File: src/rtl/m_pc.sv
// m_pc: program counter with ripple-increment, load, sync reset and optional return stack
//   Optional feature macro: PC_STACK_EN (adds the call/return stack and its ports)
//   i_clk         rising-edge clock
//   i_rst         asynchronous active-high reset (o_out=0, stack emptied, o_err=0)
//   i_sync_rst    synchronous CPU reset, highest priority
//   i_load        jump taken: load i_in
//   i_inc         advance to the next instruction
//   i_in          jump target
//   o_out         current PC
//   i_push        call (PC_STACK_EN): push o_out+1 while loading i_in
//   i_pop         return (PC_STACK_EN): pop top of stack into o_out
//   o_stack_empty registered empty status (PC_STACK_EN)
//   o_stack_full  registered full status (PC_STACK_EN)
//   o_err         sticky overflow/underflow flag (PC_STACK_EN)
module m_pc #(
    parameter int WIDTH = 16
`ifdef PC_STACK_EN
    , parameter int STACK_DEPTH = 4
`endif
) (
    input  logic             i_clk,
    input  logic             i_rst,
    input  logic             i_sync_rst,
    input  logic             i_load,
    input  logic             i_inc,
    input  logic [WIDTH-1:0] i_in,
    output logic [WIDTH-1:0] o_out
`ifdef PC_STACK_EN
    ,
    input  logic             i_push,
    input  logic             i_pop,
    output logic             o_stack_empty,
    output logic             o_stack_full,
    output logic             o_err
`endif
);
    logic [WIDTH-1:0] pc_inc;
    logic [WIDTH-1:0] carry;
    logic [WIDTH-1:0] pc_next;

    // Half-adder ripple chain: carry-in of 1 at bit 0, wraps modulo 2^WIDTH.
    assign carry[0] = 1'b1;
    genvar i;
    for (i = 0; i < WIDTH; i++) begin : g_sum
        assign pc_inc[i] = o_out[i] ^ carry[i];
    end
    for (i = 0; i < WIDTH - 1; i++) begin : g_carry
        assign carry[i+1] = o_out[i] & carry[i];
    end

`ifdef PC_STACK_EN
    localparam int AW = $clog2(STACK_DEPTH);
    localparam int PW = AW + 1;
    localparam logic [PW-1:0] FULL = PW'(STACK_DEPTH);

    logic [WIDTH-1:0] stack [STACK_DEPTH];
    logic [PW-1:0]    sp;
    logic [PW-1:0]    sp_next;
    logic             empty;
    logic             full;
    logic             do_pop;
    logic             do_push;
    logic             pop_ok;
    logic             push_ok;
    logic             err_next;

    assign empty   = sp == '0;
    assign full    = sp == FULL;
    // Sync reset suppresses both stack operations; pop outranks push.
    assign do_pop  = i_pop & ~i_sync_rst;
    assign do_push = i_push & i_load & ~i_pop & ~i_sync_rst;
    assign pop_ok  = do_pop & ~empty;
    assign push_ok = do_push & ~full;

    always_comb begin
        sp_next  = i_sync_rst ? '0 : pop_ok ? sp - 1'b1 : push_ok ? sp + 1'b1 : sp;
        err_next = ~i_sync_rst & (o_err | (do_pop & empty) | (do_push & full));
        pc_next  = i_sync_rst ? '0 :
                   do_pop     ? (empty ? o_out : stack[AW'(sp - 1'b1)]) :
                   i_load     ? i_in :
                   i_inc      ? pc_inc : o_out;
    end

    always_ff @(posedge i_clk or posedge i_rst) begin
        if (i_rst) begin
            o_out         <= '0;
            sp            <= '0;
            o_err         <= 1'b0;
            o_stack_empty <= 1'b1;
            o_stack_full  <= 1'b0;
        end else begin
            o_out         <= pc_next;
            sp            <= sp_next;
            o_err         <= err_next;
            o_stack_empty <= sp_next == '0;
            o_stack_full  <= sp_next == FULL;
        end
    end

    // Stack contents need no reset: the pointer alone defines validity.
    always_ff @(posedge i_clk) begin
        if (push_ok) stack[AW'(sp)] <= pc_inc;
    end
`else
    always_comb pc_next = i_sync_rst ? '0 : i_load ? i_in : i_inc ? pc_inc : o_out;

    always_ff @(posedge i_clk or posedge i_rst) begin
        if (i_rst) o_out <= '0;
        else o_out <= pc_next;
    end
`endif
endmodule

File: config.mk
export PLATFORM = sky130hd
export DESIGN_NAME = m_pc
export DESIGN_NICKNAME = d
export VERILOG_FILES = /design/src/rtl/m_pc.sv
export SDC_FILE = /design/constraint.sdc
export NUM_CORES = 1
export LEC_CHECK = 0
export CORE_UTILIZATION = 30
export CTS_CLUSTER_SIZE = 8
export DETAILED_ROUTE_END_ITERATION = 8
export PLACE_DENSITY_LB_ADDON = 0.2
export SLEW_MARGIN = 0
export SYNTH_ARGS = -nofsm -noshare
export SYNTH_HDL_FRONTEND = slang
export SYNTH_SLANG_ARGS = --single-unit
File: constraint.sdc
create_clock -name i_clk -period 4.8 [get_ports i_clk]
set_input_delay 0.96 -clock i_clk [delete_from_list [all_inputs] [get_ports i_clk]]
set_output_delay 0.96 -clock i_clk [all_outputs]
set_load 0.005 [all_outputs]
==> qor.csv <==
metric,value,unit
outcome,completed,
Die Ht,60.8,um
Die Wd,60.8,um
Setup Skew,4.80,ps
drt drc,0,
sequential share of the synthesized area,38.6,%
Slew Limit Fails,0,
WP buf/inv,0,
IO Count,37,
CP most frequent cell,ha_1,
ratio of final minimum period to clock period,74.5,%
post-CTS sizing,0,
dpl hpwl,1.58,mm
Crit Path Category,flip-flop to flip-flop,
maxcap violations,0,
total negative slack,0,ps
"Reg clk slew, reported paths",90,ps
largest net degree at the start of global routing,20,
hold bufs inserted after CTS,0,
VDD IR-drop max,0.119,mV
antenna-violating nets left,0,
unrepaired setup endpoints after global routing,no,
final hold vios,0,
final core occ,44.8,%
GP Congestion,0.698,
Die ar.,0.00370,mm2
max FFs per register,16,
grt total ovfl,0,
initial drt markers,5,
CTS tree,built,
Core Rows,20,
vias post-DR,804,
clk sink count,16,
NumNets Final,157,
Slew headroom,36.5,%
syn_area_per_cell,11.9,um2
CTS Buf Count,3,
synthesized flop and latch total,16,
Vias/cell,4.90,
Pwr per Cell Area,212,mW/mm2
Syn Nets,122,
highest clock rate,280,MHz
Initial Utilization,32.7,%
Crit path largest cell delay,410,ps
Setup Viol. Count Final,0,
synthesized area,0.00104,mm2
largest area contributor in the netlist,dfrtp_1,
CORE AREA,0.00318,mm2
Ys Warns,0,
"Arr. time, crit path",3740,ps
Pre-antenna DRT Iters,3,
# diodes,0,
root buffer cell,clkbuf_4,
post-synth top area share,38.6,%
HP Class,flip-flop to flip-flop,
top_reg_cell synth,dfrtp_1,
slowest CP cell,dfrtp_1,
worst-margin pin slew,949,ps
clk_lat worst skew,280,ps
"top cells by area, synth","dfrtp_1 (39%), ha_1 (17%), mux2i_1 (13%)",
Routed WL per cell,13.5,um
CP top delay family,adder cells,
worst-path fanout max,3,
area grow syn2layout,37.1,%
Lkg Pwr,0.659,nW
Post-synth ARST share,100,%
Setup crit end kind,flip-flop,
startpoint type of the worst setup path,flip-flop,
Place WS,1230,ps
worst setup margin,1220,ps
Biggest register,o_out,
Largest regs,o_out x16,
Final min period,3580,ps
"EDFF count, synth",0,
setup bufs post-CTS,0,
area taken by flip-flops and latches,400,um2
crit-path cells,"ha_1, ha_1, ha_1, ha_1, ha_1, ha_1, ha_1, ha_1, ha_1, ha_1, ha_1, ha_1, ha_1, ha_1, and4b_2, a2111oi_2",
share of cells above drive strength 1,5.83,%
antenna violations before repair,0,
WL final,2.21,mm
reg2reg setup slack,1220,ps
PortBufs,36,
Synth cell types,15,
vias in the first global route,823,
multi-input logic area,574,um2
CP Data Required Time,4970,ps
Min Hold Slack,634,ps
overall routing resource usage,13.3,%
CTS Buffer Depth,2,
first-pass GRT wire length,3.63,mm
Max H-tree Level,1,
fill cell count,320,
number of cells produced by synthesis,87,
==> cell usage after synthesis (2+ instances only) <==
cell      number
dfrtp_1       16
nor2b_1       15
a211oi_1      14
ha_1          14
mux2i_1       14
inv_1          3
a211oi_2       2
buf_2          2
==> routing by layer <==
layer | wire, um | global-route usage (%) | vias up
li1 | - | - | 387
met1 | 959 | 14.7 | 398
met2 | 1130 | 25.0 | 17
met3 | 85 | 3.62 | 2
met4 | 33 | 3.90 | 0
met5 | 0 | 0 | -
==> cell families after synthesis <==
logic type | synth area share (%)
mux | 13.5
simple gates | 10.1
fa+ha+maj | 16.9
flops | 38.6
buf+inv | 6.14
compound gates | 14.0
xor+xnor | 0.844
==> final cells by class <==
class | instances | area share [%]
repair buffers | 36 | 25.3
inverters | 3 | 0.791
flip-flops and latches | 16 | 28.1
well taps | 44 | 3.87
clock buffers | 3 | 1.58
multi-input cells | 62 | 40.3
==> through the flow <==
step                      cell area [um2]  instances  power (mW)
after floorplan                      1040         87       0.193
after global placement               1400        161       0.234
after detailed placement             1400        161       0.235
after CTS                            1420        164       0.308
after global routing                 1420        164       0.320
final                                1420        164       0.302
==> worst min-delay path: stages (launching register included) <==
cell and delay [ps]:
dfrtp_1 390, xnor2_1 140, a211oi_2 70
==> layout by cell type (no fill, tap or decap) <==
cell,count
a211oi_2,2
nor2b_1,15
a2111oi_2,1
mux2i_1,14
and4b_2,1
inv_1,3
xnor2_1,1
a211oi_1,14
dfrtp_1,16
clkbuf_4,3
clkdlybuf4s50_1,36
ha_1,14
==> power by group <==
| part | switching, mW | internal [mW] | total, mW | leakage (nW) |
|---|---|---|---|---|
| clock network | 0.0426 | 0.0291 | 0.0717 | 0.0138 |
| logic | 0.0299 | 0.0481 | 0.0780 | 0.437 |
| registers | 0.00831 | 0.144 | 0.153 | 0.207 |
| total | 0.0807 | 0.222 | 0.302 | 0.659 |
==> worst paths after layout <==
path	startpoint	to	cells past startpoint
setup / recovery	o_out[0]$_DFFE_PP0P_	o_out[15]$_DFFE_PP0P_	16
hold / removal	o_out[0]$_DFFE_PP0P_	o_out[0]$_DFFE_PP0P_	2
setup reg to reg	o_out[0]$_DFFE_PP0P_	o_out[15]$_DFFE_PP0P_	16
hold reg to reg	o_out[0]$_DFFE_PP0P_	o_out[0]$_DFFE_PP0P_	2
max in group asynchronous	i_rst	o_out[14]$_DFFE_PP0P_	2
min in group asynchronous	i_rst	o_out[7]$_DFFE_PP0P_	2
(Power assumes the default switching activity.)
